File: src/rtl/ocp3_nic_multi_seq_pkg.sv
`default_nettype none
// ============================================================================
//  Module      : ocp3_nic_multi_seq_pkg
//  Description : Slot state encodings and default sequencing timings for the
//                OCP3 NIC multi-slot power/reset sequencer.
//  Revision    : 1.0 - initial release
// ============================================================================
package ocp3_nic_multi_seq_pkg;

    // Encodings are visible to the BMC through oFSM_STATE and must not move.
    typedef enum logic [3:0] {
        ST_MAIN     = 4'h0,
        ST_MAIN_DLY = 4'h1,
        ST_MAIN_OFF = 4'h2,
        ST_AUX_ON   = 4'h3,
        ST_AUX_WAIT = 4'h5,
        ST_IDLE     = 4'h7,
        ST_AUX_RAMP = 4'h9,
        ST_FAULT    = 4'hF
    } slotState_t;

    localparam int c_T_PRSNT_MS  = 105;
    localparam int c_T_AUX_EN_MS = 21;
    localparam int c_T_PERST_MS  = 1050;
    localparam int c_T_OFF_MS    = 1;
    localparam int c_SEQ_TO_MS   = 1000;
    localparam int c_STAGGER_MS  = 10;

    // States in which loss of NIC PWRGD or P3V3_AUX counts as a runtime fault.
    function automatic logic runFltArmed(slotState_t s);
        return (s == ST_AUX_ON) || (s == ST_MAIN_DLY) || (s == ST_MAIN) || (s == ST_MAIN_OFF);
    endfunction

endpackage : ocp3_nic_multi_seq_pkg
`default_nettype wire

File: src/rtl/ocp3_nic_multi_seq_if.sv
`default_nettype none
// ============================================================================
//  Module      : ocp3_nic_multi_seq_if
//  Description : Board-side bus of the OCP3 NIC sequencer: per-slot status in,
//                rail enables, PERST_N, state and fault flags out.
//  Revision    : 1.0 - initial release
// ============================================================================
interface ocp3_nic_multi_seq_if #(
    parameter int NUM_SLOTS = 2
);
    logic                     iTick_1ms;
    logic [NUM_SLOTS-1:0]     iPRSNT_N;
    logic [NUM_SLOTS-1:0]     iPG_AUX;
    logic [NUM_SLOTS-1:0]     iPWRGD_EDGE;
    logic [NUM_SLOTS-1:0]     iPWRGD_NIC;
    logic                     iPWR_EN_DEV;
    logic                     iFLT_CLR;
    logic [NUM_SLOTS-1:0]     oAUX_EN;
    logic [NUM_SLOTS-1:0]     oMAIN_EN;
    logic [NUM_SLOTS-1:0]     oPERST_N;
    logic [4*NUM_SLOTS-1:0]   oFSM_STATE;
    logic [NUM_SLOTS-1:0]     oSEQ_FLT;
    logic [NUM_SLOTS-1:0]     oRUN_FLT;

    modport master (
        output iTick_1ms, iPRSNT_N, iPG_AUX, iPWRGD_EDGE, iPWRGD_NIC, iPWR_EN_DEV, iFLT_CLR,
        input  oAUX_EN, oMAIN_EN, oPERST_N, oFSM_STATE, oSEQ_FLT, oRUN_FLT
    );

    modport slave (
        input  iTick_1ms, iPRSNT_N, iPG_AUX, iPWRGD_EDGE, iPWRGD_NIC, iPWR_EN_DEV, iFLT_CLR,
        output oAUX_EN, oMAIN_EN, oPERST_N, oFSM_STATE, oSEQ_FLT, oRUN_FLT
    );

endinterface : ocp3_nic_multi_seq_if
`default_nettype wire

File: src/rtl/ocp3_nic_slot_fsm.sv
`default_nettype none
// ============================================================================
//  Module      : ocp3_nic_slot_fsm
//  Description : One OCP3 NIC slot: power/reset FSM, delay and timeout
//                counters, sticky sequencing/runtime fault flags.
//  Revision    : 1.0 - initial release
// ============================================================================
module ocp3_nic_slot_fsm
    import ocp3_nic_multi_seq_pkg::*;
#(
    parameter int T_PRSNT_MS     = c_T_PRSNT_MS,
    parameter int T_AUX_EN_MS    = c_T_AUX_EN_MS,
    parameter int T_PERST_MS     = c_T_PERST_MS,
    parameter int T_OFF_MS       = c_T_OFF_MS,
    parameter int SEQ_TO_MS      = c_SEQ_TO_MS,
    parameter int STAGGER_DLY_MS = 0
) (
    input  logic       iClk,
    input  logic       iRst_n,
    input  logic       iTick_1ms,
    input  logic       iPrsntN,
    input  logic       iPgAux,
    input  logic       iPwrgdEdge,
    input  logic       iPwrgdNic,
    input  logic       iPwrEnDev,
    input  logic       iFltClr,
    output logic       oAuxEn,
    output logic       oMainEn,
    output logic       oPerstN,
    output logic [3:0] oState,
    output logic       oSeqFlt,
    output logic       oRunFlt
);

    slotState_t  r_state, w_stateNext;
    logic [15:0] r_dly, w_dlyNext;
    logic [15:0] r_to, w_toNext;
    logic        r_auxEn, w_auxEnNext;
    logic        r_mainEn, w_mainEnNext;
    logic        r_perstN, w_perstNNext;
    logic        r_seqFlt, r_runFlt;
    logic        w_seqSet, w_runSet;
    logic        w_dlyReload;
    logic        w_dlyDone, w_toDone;

    function automatic logic [15:0] dlyLoad(slotState_t s);
        case (s)
            ST_IDLE:     return 16'(T_PRSNT_MS);
            ST_AUX_WAIT: return 16'(T_AUX_EN_MS);
            ST_AUX_ON:   return 16'(STAGGER_DLY_MS);
            ST_MAIN_DLY: return 16'(T_PERST_MS);
            ST_MAIN_OFF: return 16'(T_OFF_MS);
            default:     return 16'd0;
        endcase
    endfunction

    assign w_dlyDone = (r_dly == 16'd0);
    assign w_toDone  = (r_to == 16'd0);

    always_ff @(posedge iClk or negedge iRst_n) begin
        if (!iRst_n) begin
            r_state  <= ST_IDLE;
            r_dly    <= 16'(T_PRSNT_MS);
            r_to     <= 16'(SEQ_TO_MS);
            r_auxEn  <= 1'b0;
            r_mainEn <= 1'b0;
            r_perstN <= 1'b0;
            r_seqFlt <= 1'b0;
            r_runFlt <= 1'b0;
        end else begin
            r_state  <= w_stateNext;
            r_dly    <= w_dlyNext;
            r_to     <= w_toNext;
            r_auxEn  <= w_auxEnNext;
            r_mainEn <= w_mainEnNext;
            r_perstN <= w_perstNNext;
            // A fault raised in the same cycle as the clear pulse survives it.
            r_seqFlt <= w_seqSet | (r_seqFlt & ~iFltClr);
            r_runFlt <= w_runSet | (r_runFlt & ~iFltClr);
        end
    end

    always_comb begin
        w_stateNext  = r_state;
        w_auxEnNext  = r_auxEn;
        w_mainEnNext = r_mainEn;
        w_perstNNext = r_perstN;
        w_seqSet     = 1'b0;
        w_runSet     = 1'b0;
        w_dlyReload  = 1'b0;

        if (iPrsntN) begin
            w_stateNext  = ST_IDLE;
            w_auxEnNext  = 1'b0;
            w_mainEnNext = 1'b0;
            w_perstNNext = 1'b0;
            w_dlyReload  = 1'b1;
        end else if (runFltArmed(r_state) && (!iPwrgdNic || !iPgAux)) begin
            w_stateNext  = ST_FAULT;
            w_auxEnNext  = 1'b0;
            w_mainEnNext = 1'b0;
            w_perstNNext = 1'b0;
            w_runSet     = 1'b1;
        end else begin
            case (r_state)
                ST_IDLE: begin
                    if (!iPgAux) begin
                        w_dlyReload = 1'b1;
                    end else if (w_dlyDone) begin
                        w_stateNext = ST_AUX_WAIT;
                    end
                end
                ST_AUX_WAIT: begin
                    if (!iPwrgdEdge && w_toDone) begin
                        w_stateNext = ST_FAULT;
                        w_seqSet    = 1'b1;
                    end else if (!iPwrgdEdge) begin
                        w_dlyReload = 1'b1;
                    end else if (w_dlyDone) begin
                        w_auxEnNext = 1'b1;
                        w_stateNext = ST_AUX_RAMP;
                    end
                end
                ST_AUX_RAMP: begin
                    if (iPwrgdNic) begin
                        w_stateNext = ST_AUX_ON;
                    end else if (w_toDone) begin
                        w_stateNext = ST_FAULT;
                        w_auxEnNext = 1'b0;
                        w_seqSet    = 1'b1;
                    end
                end
                ST_AUX_ON: begin
                    if (!iPwrEnDev) begin
                        w_dlyReload = 1'b1;
                    end else if (w_dlyDone) begin
                        w_mainEnNext = 1'b1;
                        w_stateNext  = ST_MAIN_DLY;
                    end
                end
                ST_MAIN_DLY: begin
                    if (!iPwrEnDev) begin
                        w_stateNext = ST_MAIN_OFF;
                    end else if (w_dlyDone) begin
                        w_perstNNext = 1'b1;
                        w_stateNext  = ST_MAIN;
                    end
                end
                ST_MAIN: begin
                    if (!iPwrEnDev) begin
                        w_perstNNext = 1'b0;
                        w_stateNext  = ST_MAIN_OFF;
                    end
                end
                ST_MAIN_OFF: begin
                    if (w_dlyDone) begin
                        w_mainEnNext = 1'b0;
                        w_stateNext  = ST_AUX_ON;
                    end
                end
                ST_FAULT: begin
                    if (iFltClr) begin
                        w_stateNext = ST_IDLE;
                    end
                end
                default: begin
                    w_stateNext  = ST_IDLE;
                    w_auxEnNext  = 1'b0;
                    w_mainEnNext = 1'b0;
                    w_perstNNext = 1'b0;
                end
            endcase
        end
    end

    // Both counters restart on any state change; the delay also restarts while its qualifier is low.
    always_comb begin
        w_dlyNext = r_dly;
        w_toNext  = r_to;
        if ((w_stateNext != r_state) || w_dlyReload) begin
            w_dlyNext = dlyLoad(w_stateNext);
        end else if (iTick_1ms && !w_dlyDone) begin
            w_dlyNext = r_dly - 16'd1;
        end
        if (w_stateNext != r_state) begin
            w_toNext = 16'(SEQ_TO_MS);
        end else if (iTick_1ms && !w_toDone) begin
            w_toNext = r_to - 16'd1;
        end
    end

    assign oAuxEn  = r_auxEn;
    assign oMainEn = r_mainEn;
    assign oPerstN = r_perstN;
    assign oState  = r_state;
    assign oSeqFlt = r_seqFlt;
    assign oRunFlt = r_runFlt;

    aPerstNeedsMain: assert property (@(posedge iClk) disable iff (!iRst_n) r_perstN |-> r_mainEn);
    aMainNeedsAux:   assert property (@(posedge iClk) disable iff (!iRst_n) r_mainEn |-> r_auxEn);

endmodule : ocp3_nic_slot_fsm
`default_nettype wire

File: src/rtl/ocp3_nic_multi_seq.sv
`default_nettype none
// ============================================================================
//  Module      : ocp3_nic_multi_seq
//  Description : Power/reset sequencer for NUM_SLOTS OCP3 NIC slots with
//                staggered main enable and sticky fault reporting.
//  Revision    : 1.0 - initial release
// ============================================================================
module ocp3_nic_multi_seq
    import ocp3_nic_multi_seq_pkg::*;
#(
    parameter int NUM_SLOTS   = 2,
    parameter int T_PRSNT_MS  = c_T_PRSNT_MS,
    parameter int T_AUX_EN_MS = c_T_AUX_EN_MS,
    parameter int T_PERST_MS  = c_T_PERST_MS,
    parameter int T_OFF_MS    = c_T_OFF_MS,
    parameter int SEQ_TO_MS   = c_SEQ_TO_MS,
    parameter int STAGGER_MS  = c_STAGGER_MS
) (
    input  logic                 iClk,
    input  logic                 iRst_n,
    ocp3_nic_multi_seq_if.slave  bus
);

    logic [NUM_SLOTS-1:0]   w_auxEn;
    logic [NUM_SLOTS-1:0]   w_mainEn;
    logic [NUM_SLOTS-1:0]   w_perstN;
    logic [4*NUM_SLOTS-1:0] w_state;
    logic [NUM_SLOTS-1:0]   w_seqFlt;
    logic [NUM_SLOTS-1:0]   w_runFlt;

    // Slot k waits an extra k*STAGGER_MS to spread the main-rail inrush.
    for (genvar k = 0; k < NUM_SLOTS; k++) begin : g_slot
        ocp3_nic_slot_fsm #(
            .T_PRSNT_MS     (T_PRSNT_MS),
            .T_AUX_EN_MS    (T_AUX_EN_MS),
            .T_PERST_MS     (T_PERST_MS),
            .T_OFF_MS       (T_OFF_MS),
            .SEQ_TO_MS      (SEQ_TO_MS),
            .STAGGER_DLY_MS (k * STAGGER_MS)
        ) u_slot (
            .iClk       (iClk),
            .iRst_n     (iRst_n),
            .iTick_1ms  (bus.iTick_1ms),
            .iPrsntN    (bus.iPRSNT_N[k]),
            .iPgAux     (bus.iPG_AUX[k]),
            .iPwrgdEdge (bus.iPWRGD_EDGE[k]),
            .iPwrgdNic  (bus.iPWRGD_NIC[k]),
            .iPwrEnDev  (bus.iPWR_EN_DEV),
            .iFltClr    (bus.iFLT_CLR),
            .oAuxEn     (w_auxEn[k]),
            .oMainEn    (w_mainEn[k]),
            .oPerstN    (w_perstN[k]),
            .oState     (w_state[4*k +: 4]),
            .oSeqFlt    (w_seqFlt[k]),
            .oRunFlt    (w_runFlt[k])
        );
    end

    assign bus.oAUX_EN    = w_auxEn;
    assign bus.oMAIN_EN   = w_mainEn;
    assign bus.oPERST_N   = w_perstN;
    assign bus.oFSM_STATE = w_state;
    assign bus.oSEQ_FLT   = w_seqFlt;
    assign bus.oRUN_FLT   = w_runFlt;

endmodule : ocp3_nic_multi_seq
`default_nettype wire

File: src/flat_wrapper.sv
// flat-port wrapper written by rule: the top's interface ports become plain ports
module ocp3_nic_multi_seq_flat import ocp3_nic_multi_seq_pkg::*;
#(
    parameter int NUM_SLOTS   = 2,
    parameter int T_PRSNT_MS  = c_T_PRSNT_MS,
    parameter int T_AUX_EN_MS = c_T_AUX_EN_MS,
    parameter int T_PERST_MS  = c_T_PERST_MS,
    parameter int T_OFF_MS    = c_T_OFF_MS,
    parameter int SEQ_TO_MS   = c_SEQ_TO_MS,
    parameter int STAGGER_MS  = c_STAGGER_MS
)
  (iClk, iRst_n, bus_iTick_1ms, bus_iPRSNT_N, bus_iPG_AUX, bus_iPWRGD_EDGE, bus_iPWRGD_NIC, bus_iPWR_EN_DEV, bus_iFLT_CLR, bus_oAUX_EN, bus_oMAIN_EN, bus_oPERST_N, bus_oFSM_STATE, bus_oSEQ_FLT, bus_oRUN_FLT);
  ocp3_nic_multi_seq_if #(.NUM_SLOTS(NUM_SLOTS)) bus_i ();
  input  logic iClk;
  input  logic iRst_n;
  input wire logic [$bits(bus_i.iTick_1ms)-1:0] bus_iTick_1ms;
  input wire logic [$bits(bus_i.iPRSNT_N)-1:0] bus_iPRSNT_N;
  input wire logic [$bits(bus_i.iPG_AUX)-1:0] bus_iPG_AUX;
  input wire logic [$bits(bus_i.iPWRGD_EDGE)-1:0] bus_iPWRGD_EDGE;
  input wire logic [$bits(bus_i.iPWRGD_NIC)-1:0] bus_iPWRGD_NIC;
  input wire logic [$bits(bus_i.iPWR_EN_DEV)-1:0] bus_iPWR_EN_DEV;
  input wire logic [$bits(bus_i.iFLT_CLR)-1:0] bus_iFLT_CLR;
  output wire logic [$bits(bus_i.oAUX_EN)-1:0] bus_oAUX_EN;
  output wire logic [$bits(bus_i.oMAIN_EN)-1:0] bus_oMAIN_EN;
  output wire logic [$bits(bus_i.oPERST_N)-1:0] bus_oPERST_N;
  output wire logic [$bits(bus_i.oFSM_STATE)-1:0] bus_oFSM_STATE;
  output wire logic [$bits(bus_i.oSEQ_FLT)-1:0] bus_oSEQ_FLT;
  output wire logic [$bits(bus_i.oRUN_FLT)-1:0] bus_oRUN_FLT;
  assign bus_i.iTick_1ms = bus_iTick_1ms;
  assign bus_i.iPRSNT_N = bus_iPRSNT_N;
  assign bus_i.iPG_AUX = bus_iPG_AUX;
  assign bus_i.iPWRGD_EDGE = bus_iPWRGD_EDGE;
  assign bus_i.iPWRGD_NIC = bus_iPWRGD_NIC;
  assign bus_i.iPWR_EN_DEV = bus_iPWR_EN_DEV;
  assign bus_i.iFLT_CLR = bus_iFLT_CLR;
  assign bus_oAUX_EN = bus_i.oAUX_EN;
  assign bus_oMAIN_EN = bus_i.oMAIN_EN;
  assign bus_oPERST_N = bus_i.oPERST_N;
  assign bus_oFSM_STATE = bus_i.oFSM_STATE;
  assign bus_oSEQ_FLT = bus_i.oSEQ_FLT;
  assign bus_oRUN_FLT = bus_i.oRUN_FLT;
  ocp3_nic_multi_seq #(.NUM_SLOTS(NUM_SLOTS), .T_PRSNT_MS(T_PRSNT_MS), .T_AUX_EN_MS(T_AUX_EN_MS), .T_PERST_MS(T_PERST_MS), .T_OFF_MS(T_OFF_MS), .SEQ_TO_MS(SEQ_TO_MS), .STAGGER_MS(STAGGER_MS)) u_core (.iClk(iClk), .iRst_n(iRst_n), .bus(bus_i));
endmodule
File: config.mk
export PLATFORM = sky130hd
export DESIGN_NAME = ocp3_nic_multi_seq_flat
export DESIGN_NICKNAME = d
export VERILOG_FILES = /design/src/rtl/ocp3_nic_multi_seq_pkg.sv /design/src/rtl/ocp3_nic_multi_seq_if.sv /design/src/rtl/ocp3_nic_slot_fsm.sv /design/src/rtl/ocp3_nic_multi_seq.sv /design/src/flat_wrapper.sv
export SDC_FILE = /design/constraint.sdc
export NUM_CORES = 1
export LEC_CHECK = 0
export ABC_CLOCK_PERIOD_IN_PS = 2600
export CAP_MARGIN = 0
export CORE_ASPECT_RATIO = 1.75
export CORE_UTILIZATION = 54
export DETAILED_ROUTE_END_ITERATION = 16
export PLACE_DENSITY = 0.76
export SLEW_MARGIN = 20
export SYNTH_ARGS = -nofsm -noshare
export SYNTH_HDL_FRONTEND = slang
export SYNTH_SLANG_ARGS = --single-unit
File: constraint.sdc
create_clock -name iClk -period 2.6 [get_ports iClk]
set_clock_uncertainty 0.15 [all_clocks]
set_input_delay 0.52 -clock iClk [delete_from_list [all_inputs] [get_ports iClk]]
set_output_delay 0.52 -clock iClk [all_outputs]
set_load 0.02 [all_outputs]
==> impl_metrics.csv, run 1 <==
group,metric,value,unit
placement,placed_cells,843,
synthesis,yosysMostFrequentCell,"sky130_fd_sc_hd__nor2_1",
critical_path,cp.buffers_inverters,1,
sta,fin_worst_hold_slack,0.0284,ns
clock_tree,tritoncts,"done",
global_routing,global_route_wire_length_before_repair,25.7,mm
run_status,violations,"setup timing",
sta,fin_tns_setup,-0.945,ns
placement,dp_hpwl,11.8,mm
synthesis,post-synth-top-area-fraction,27.1,%
placement,buffer_ports.inserted,30,
critical_path,timing.critical_path.slowest_cell_delay,0.55,ns
global_routing,first_global_vias,5558,
synthesis,number_of_synthesized_flops_with_an_enable_pin,0,
floorplan,die_w,75.9,um
cells_and_area,final_nets,774,
sta,total_setup_violations_reported_at_the_end_of_the_flow,13,
floorplan,top_level_ports,31,
placement,pre_cts_setup_slack,-0.503,ns
clock_tree,htree_num_levels,3,
clock_tree,root_buffer,"sky130_fd_sc_hd__clkbuf_16",
clock_tree,worst_skew_pair.late_latency,0.35,ns
synthesis,post_synth_inst_count,583,
synthesis,synth_async_sr_flop_share,100,%
global_routing,global_route.usage.total,32.9,%
sta,finalWorstSetupSlack,-0.141,ns
critical_path,critical_path.startpoint_type,"flop",
global_routing,initial_antenna_violation_count,0,
power,power.density,500,nW/um^2
sta,unrepaired_setup_endpoints_after_global_routing,"true",
clock_tree,clock_path_buffers,2,
power,power.ir.vdd_worst,515,uV
sta,maxSlewHeadroom,59.7,%
route,drt_wl_total,16.9,mm
route,detailroute.via_count,5315,
clock_tree,worst_setup_hold_path_clk_slew,0.07,ns
synthesis,synth-main-ff-cell,"sky130_fd_sc_hd__dfrtp_1",
synthesis,synth-seq-cells,82,
synthesis,synth_fp_nets,602,
critical_path,cp-end-kind,"flop",
sta,finalCritPeriodShare,105,%
synthesis,synthesis.yosys.warnings,0,
floorplan,dieArea,9970,um^2
sta,hold_violations,0,
placement,routabilityCongestion,1.02,
synthesis,avgSynthCellArea,8.85,um^2
synthesis,synth_unique_cells,68,
critical_path,worstPathRequired,2.72,ns
route,first_iter_violations,305,
synthesis,synth.top_cells.by_count,"sky130_fd_sc_hd__nor2_1, sky130_fd_sc_hd__dfrtp_1, sky130_fd_sc_hd__nand2_1, sky130_fd_sc_hd__xnor2_1, sky130_fd_sc_hd__nor3_1",
sta,max_clock_freq,0.365,GHz
sta,tightest_slew,0.604,ns
job,maxCapViolations,0,
clock_tree,cts_num_sinks,82,
run_status,outcome,"finished, violations left",
cells_and_area,area_growth,46.6,%
power,power.leakage,3.25,nW
synthesis,mappedNetlistArea,5160,um^2
critical_path,critical-path-top-cell-by-count,"sky130_fd_sc_hd__or3_4",
clock_tree,cts_made_buffers,9,
sta,period_needed,2.74,ns
synthesis,post_synthesis_sequential_area_ratio,40.4,%
critical_path,critPathKind,"reg -> reg",
critical_path,worstPathCellList,"or3_4, or3_4, or4_4, o311ai_4, o21ba_4, buf_4, o21ai_1, mux2i_1",
cells_and_area,n_antenna_cell,0,
floorplan,initial_utilization,56.4,%
critical_path,crit_path_max_fanout,2,
cells_and_area,instances_no_fill,880,
floorplan,die_h,131,um
route,via_per_inst,6.04,
route,post_drt_wl_per_cell,19.2,um
hold_path,hold_path_class,"in -> async",
cells_and_area,nFillCells,523,
clock_tree,cts.hold.buffers_added,0,
floorplan,core.rowCount,46,
global_routing,globalRouteOverflowTotal,0,
critical_path,path_delay_family,"simple AND/OR/NAND/NOR gates",
route,final_antenna_net_count,0,
synthesis,yosys-top-cells-area,"sky130_fd_sc_hd__dfrtp_1, sky130_fd_sc_hd__dfstp_2, sky130_fd_sc_hd__nor2_1, sky130_fd_sc_hd__xnor2_1, sky130_fd_sc_hd__xor2_1",
global_routing,grt_start_max_net_pins,46,
sta,drv_slew,0,
route,post-route-drc-count,0,
route,drt_pass1_iterations,5,
synthesis,synth_top_area_cell,"sky130_fd_sc_hd__dfrtp_1",
cells_and_area,drive_above_1_share,40.1,%
floorplan,design.core.area,9150,um^2
critical_path,worst_path_max_delay_cell,"sky130_fd_sc_hd__or4_4",
critical_path,worst-endpoint-arrival,2.86,ns
-- cell usage in the layout, fill, tap and decap left out, types with 5 or more instances in the layout --
master,instances
sky130_fd_sc_hd__a211oi_1,5
sky130_fd_sc_hd__a21o_1,5
sky130_fd_sc_hd__a21oi_1,17
sky130_fd_sc_hd__a21oi_2,6
sky130_fd_sc_hd__a31oi_1,8
sky130_fd_sc_hd__and3_1,5
sky130_fd_sc_hd__buf_4,157
sky130_fd_sc_hd__buf_6,10
sky130_fd_sc_hd__clkbuf_16,10
sky130_fd_sc_hd__clkdlybuf4s50_1,28
sky130_fd_sc_hd__dfrtp_1,56
sky130_fd_sc_hd__dfstp_2,26
sky130_fd_sc_hd__inv_1,18
sky130_fd_sc_hd__mux2i_1,9
sky130_fd_sc_hd__nand2_1,31
sky130_fd_sc_hd__nand2b_1,8
sky130_fd_sc_hd__nand3_1,20
sky130_fd_sc_hd__nand3b_1,5
sky130_fd_sc_hd__nand4_1,12
sky130_fd_sc_hd__nor2_1,68
sky130_fd_sc_hd__nor2_2,7
sky130_fd_sc_hd__nor2_4,7
sky130_fd_sc_hd__nor2b_1,5
sky130_fd_sc_hd__nor3_1,22
sky130_fd_sc_hd__nor3_2,6
sky130_fd_sc_hd__nor4_1,6
sky130_fd_sc_hd__nor4_2,7
sky130_fd_sc_hd__o21ai_0,13
sky130_fd_sc_hd__or4_1,5
sky130_fd_sc_hd__xnor2_1,33
sky130_fd_sc_hd__xor2_1,20
-- final timing paths --
kind | endpoint | cells after the start | start | slack (ns)
setup reg to reg | u_core.g_slot[1].u_slot.r_dly[3] | 8 | u_core.g_slot[1].u_slot.r_to[10] | -0.14
hold reg to reg | u_core.g_slot[1].u_slot.oRunFlt | 1 | u_core.g_slot[1].u_slot.oRunFlt | 0.33
hold / removal | u_core.g_slot[1].u_slot.oState[3] | 1 | iRst_n | 0.03
max in group asynchronous | u_core.g_slot[0].u_slot.oState[0] | 2 | iRst_n | 1.55
setup / recovery | u_core.g_slot[1].u_slot.r_dly[3] | 8 | u_core.g_slot[1].u_slot.r_to[10] | -0.14
min in group iClk | u_core.g_slot[1].u_slot.oRunFlt | 1 | u_core.g_slot[1].u_slot.oRunFlt | 0.33
-- registers in the layout, indices dropped and copies added, names as in the netlist --
register                      flops
u_core.g_slot.u_slot.r_dly       32
u_core.g_slot.u_slot.r_to        32
u_core.g_slot.u_slot.oState       8
u_core.g_slot.u_slot.oAuxEn       2
u_core.g_slot.u_slot.oMainEn      2
u_core.g_slot.u_slot.oPerstN      2
u_core.g_slot.u_slot.oRunFlt      2
u_core.g_slot.u_slot.oSeqFlt      2
-- area by class of cell --
type	instances	area, um^2	share of cell area, %
clock buffers	10	239	3.16
clock inverters	6	88.8	1.17
inverters	19	71.3	0.943
multi-input cells	443	3270	43.2
flip-flops and latches	82	2080	27.6
well taps	120	150	1.98
repair buffers	200	1660	21.9
-- kinds of logic after synthesis --
group	share of synthesized area, %
simple gates	27.1
compound gates	14.5
flops	40.4
buf+inv	5.53
xor+xnor	8.99
mux	2.04
fa+ha+maj	1.45
-- metrics by stage --
stage	instance area, um^2	util (%)	total power, W
after floorplan	5270	-	0.00190
after global placement	6620	72.3	0.00226
after detailed placement	6620	72.3	0.00231
after CTS	7170	78.3	0.00376
after global routing	7570	82.7	0.00393
final	7570	82.7	0.00378
-- metal layers --
metal,GRT usage [%],wire [um]
met4,23.3,1190
met2,62.4,9260
met5,0,0
met1,31.4,5740
met3,5.21,743
-- report_power, final --
part | switching, W | internal (W)
logic | 0.000418 | 0.000444
clock network | 0.000529 | 0.000869
registers | 0.0000777 | 0.00144
-- timing repair --
action	4_1_cts	5_1_grt
endpoints found under the setup margin	49	49
resized for setup	41	66
pin swaps	18	30
buffers inserted	8	13
cloned	0	2
hold endpoints to repair	0	0
Power figures use the tool's default switching activity.
==> run 2, diff against run 1 <==
- CAP_MARGIN: 0 -> 20
- CORE_UTILIZATION: 54 -> 55
- CTS_BUF_LIST: unset -> sky130_fd_sc_hd__clkbuf_4
- HOLD_SLACK_MARGIN: unset -> 0.02
- PLACE_DENSITY: 0.76 -> 0.78
==> run 2 against run 1 <==
Net effect:
- the run still ends with setup timing left
- die area decreased by 1.8%
- non-clock buffer count increased by 16
- wire length increased by 9.0%
- final area decreased by 0.12%
- sequential share of layout area about the same
- critical path depth increased by 1
- clock power decreased by 43%
- power decreased by 13%
- critical path type unchanged
- critical endpoint is now u_core.g_slot[0].u_slot.r_dly[10]
- largest power group unchanged
- highest routed layer unchanged
==> impl_metrics.csv, run 2 (synthesis results as in run 1) <==
group,metric,value,unit
power,power.leakage,3.30,nW
cells_and_area,sequential_cell_area,2080,um^2
global_routing,global_route_wire_length_before_repair,27.1,mm
cells_and_area,instances_no_fill,897,
placement,dpl_cell_area,6720,um^2
clock_tree,htree_num_levels,3,
cells_and_area,multi_input_area,3310,um^2
floorplan,top_level_ports,31,
cells_and_area,mostFrequentLayoutCell,"sky130_fd_sc_hd__buf_4",
run_status,violations,"setup timing",
power,total_power,0.00329,W
route,final_antenna_net_count,0,
sta,finalCritPeriodShare,109,%
placement,dp_hpwl,12.1,mm
sta,unrepaired_setup_endpoints_after_global_routing,"true",
critical_path,crit_path_max_fanout,4,
critical_path,worst_path_max_delay_cell,"sky130_fd_sc_hd__nor4_1",
critical_path,reg2reg_from,"u_core.g_slot[0].u_slot.r_dly[5]",
sta,max_clock_freq,0.353,GHz
cells_and_area,fin_area,7560,um^2
critical_path,timing.critical_path.slowest_cell_delay,0.45,ns
cells_and_area,drive_above_1_share,42.7,%
sta,maxSlewHeadroom,60.1,%
clock_tree,cts_made_buffers,9,
clock_tree,cts_num_sinks,82,
sta,total_setup_violations_reported_at_the_end_of_the_flow,24,
clock_tree,clock_path_buffers,2,
route,post_drt_wl_per_cell,20.6,um
sta,fin_worst_hold_slack,0.359,ns
run_status,outcome,"finished, violations left",
sta,period_needed,2.83,ns
sta,drv_slew,0,
floorplan,die_h,130,um
critical_path,crit_path_launch,"u_core.g_slot[0].u_slot.r_dly[5]",
sta,hold_violations,0,
clock_tree,tritoncts,"done",
sta,finalWorstSetupSlack,-0.231,ns
global_routing,initial_antenna_violation_count,1,
critical_path,critical_path.startpoint_type,"flop",
cells_and_area,final_nets,790,
floorplan,initial_utilization,56.8,%
route,post-route-drc-count,0,
floorplan,core.rowCount,46,
hold_path,hold_path_class,"reg -> reg",
placement,pre_cts_setup_slack,-0.587,ns
floorplan,design.core.area,9090,um^2
critical_path,worst-endpoint-arrival,3.06,ns
critical_path,cp-end-kind,"flop",
placement,buffer_ports.inserted,30,
route,via_per_inst,6.23,
critical_path,critPathKind,"reg -> reg",
global_routing,first_global_vias,5730,
power,power.density,436,nW/um^2
critical_path,worstPathCellList,"nor4_1, and4_4, nand2_2, a41oi_2, nand2_1, nor3_2, buf_4, nand3_4, a211oi_2",
clock_tree,worst_skew_pair.late_latency,0.48,ns
job,maxCapViolations,0,
hold_path,worst_hold_startpoint,"u_core.g_slot[1].u_slot.oRunFlt",
power,power.ir.vdd_worst,531,uV
route,detailroute.via_count,5591,
route,first_iter_violations,249,
cells_and_area,nFillCells,544,
route,drt_wl_total,18.5,mm
route,drt_pass1_iterations,5,
cells_and_area,layout_common_cells,"sky130_fd_sc_hd__buf_4, sky130_fd_sc_hd__nor2_1, sky130_fd_sc_hd__dfrtp_1",
global_routing,globalRouteOverflowTotal,0,
placement,routabilityCongestion,1.00,
floorplan,die_w,75.2,um
sta,tightest_slew,0.598,ns
clock_tree,worst_setup_hold_path_clk_slew,0.15,ns
floorplan,dieArea,9790,um^2
global_routing,global_route.usage.total,37.2,%
critical_path,worstPathRequired,2.83,ns
placement,placed_cells,857,
global_routing,grt_start_max_net_pins,46,
clock_tree,root_buffer,"sky130_fd_sc_hd__clkbuf_4",
cells_and_area,area_growth,46.4,%
## run 2: worst max-delay path: cells and delay by family, from the launching register on
family                 cells  cell delay [ns]
buffers and inverters      1             0.21
DFF                        1             0.42
AOI/OAI and AO/OA          2             0.44
and+or+nand+nor            6             1.52
## run 2: per-layer routing
metal / global-route usage (%) / up-vias / share of wire [%]
met5: 0 / - / 0
met4: 25.6 / 0 / 8.4
met3: 8.26 / 129 / 5.8
met2: 66.8 / 306 / 54
met1: 36.7 / 2707 / 32
li1: - / 2449 / -
## run 2: what timing repair did
item                                   in CTS  in global routing
endpoints found under the hold margin      28                  0
gates cloned                                0                  1
buffers inserted                           13                  9
pin swaps                                  18                 34
hold buffers                                1                  0
resized for setup                          57                 66
setup endpoints to repair                  49                 55
## run 2: worst paths after layout
check | endpoint | cells after the start | slack [ns]
max | u_core.g_slot[0].u_slot.r_dly[10] | 9 | -0.23
min | u_core.g_slot[1].u_slot.oRunFlt | 1 | 0.36
max reg2reg | u_core.g_slot[0].u_slot.r_dly[10] | 9 | -0.23
min reg2reg | u_core.g_slot[1].u_slot.oRunFlt | 1 | 0.36
max in group asynchronous | u_core.g_slot[0].u_slot.oState[1] | 3 | 1.19
min in group asynchronous | u_core.g_slot[1].u_slot.oPerstN | 2 | 0.40
## run 2: area by class of cell
class	instances	area share, %
Sequential cell	82	27.6
Clock buffer	9	0.894
Antenna cell	1	0.0331
Timing Repair Buffer	216	23.7
Tap cell	120	1.99
Multi-Input combinational cell	443	43.9
Clock inverter	7	1.01
Inverter	19	0.944
## run 2: where the power goes
group	total (W)	internal (W)	switching [W]	leakage (nW)
Sequential	0.00153	0.00144	0.0000840	1.04
Clock	0.000791	0.000299	0.000493	0.0729
Combinational	0.000977	0.000514	0.000462	2.19
## run 2: through the flow
stage	util (%)	setup TNS (ns)
2_1_floorplan	-	-0.192
3_3_place_gp	73.9	-15.58
3_5_place_dp	73.9	-21.55
4_1_cts	79.2	-0.416
5_1_grt	83.1	-4.67
6_report	83.1	-1.69
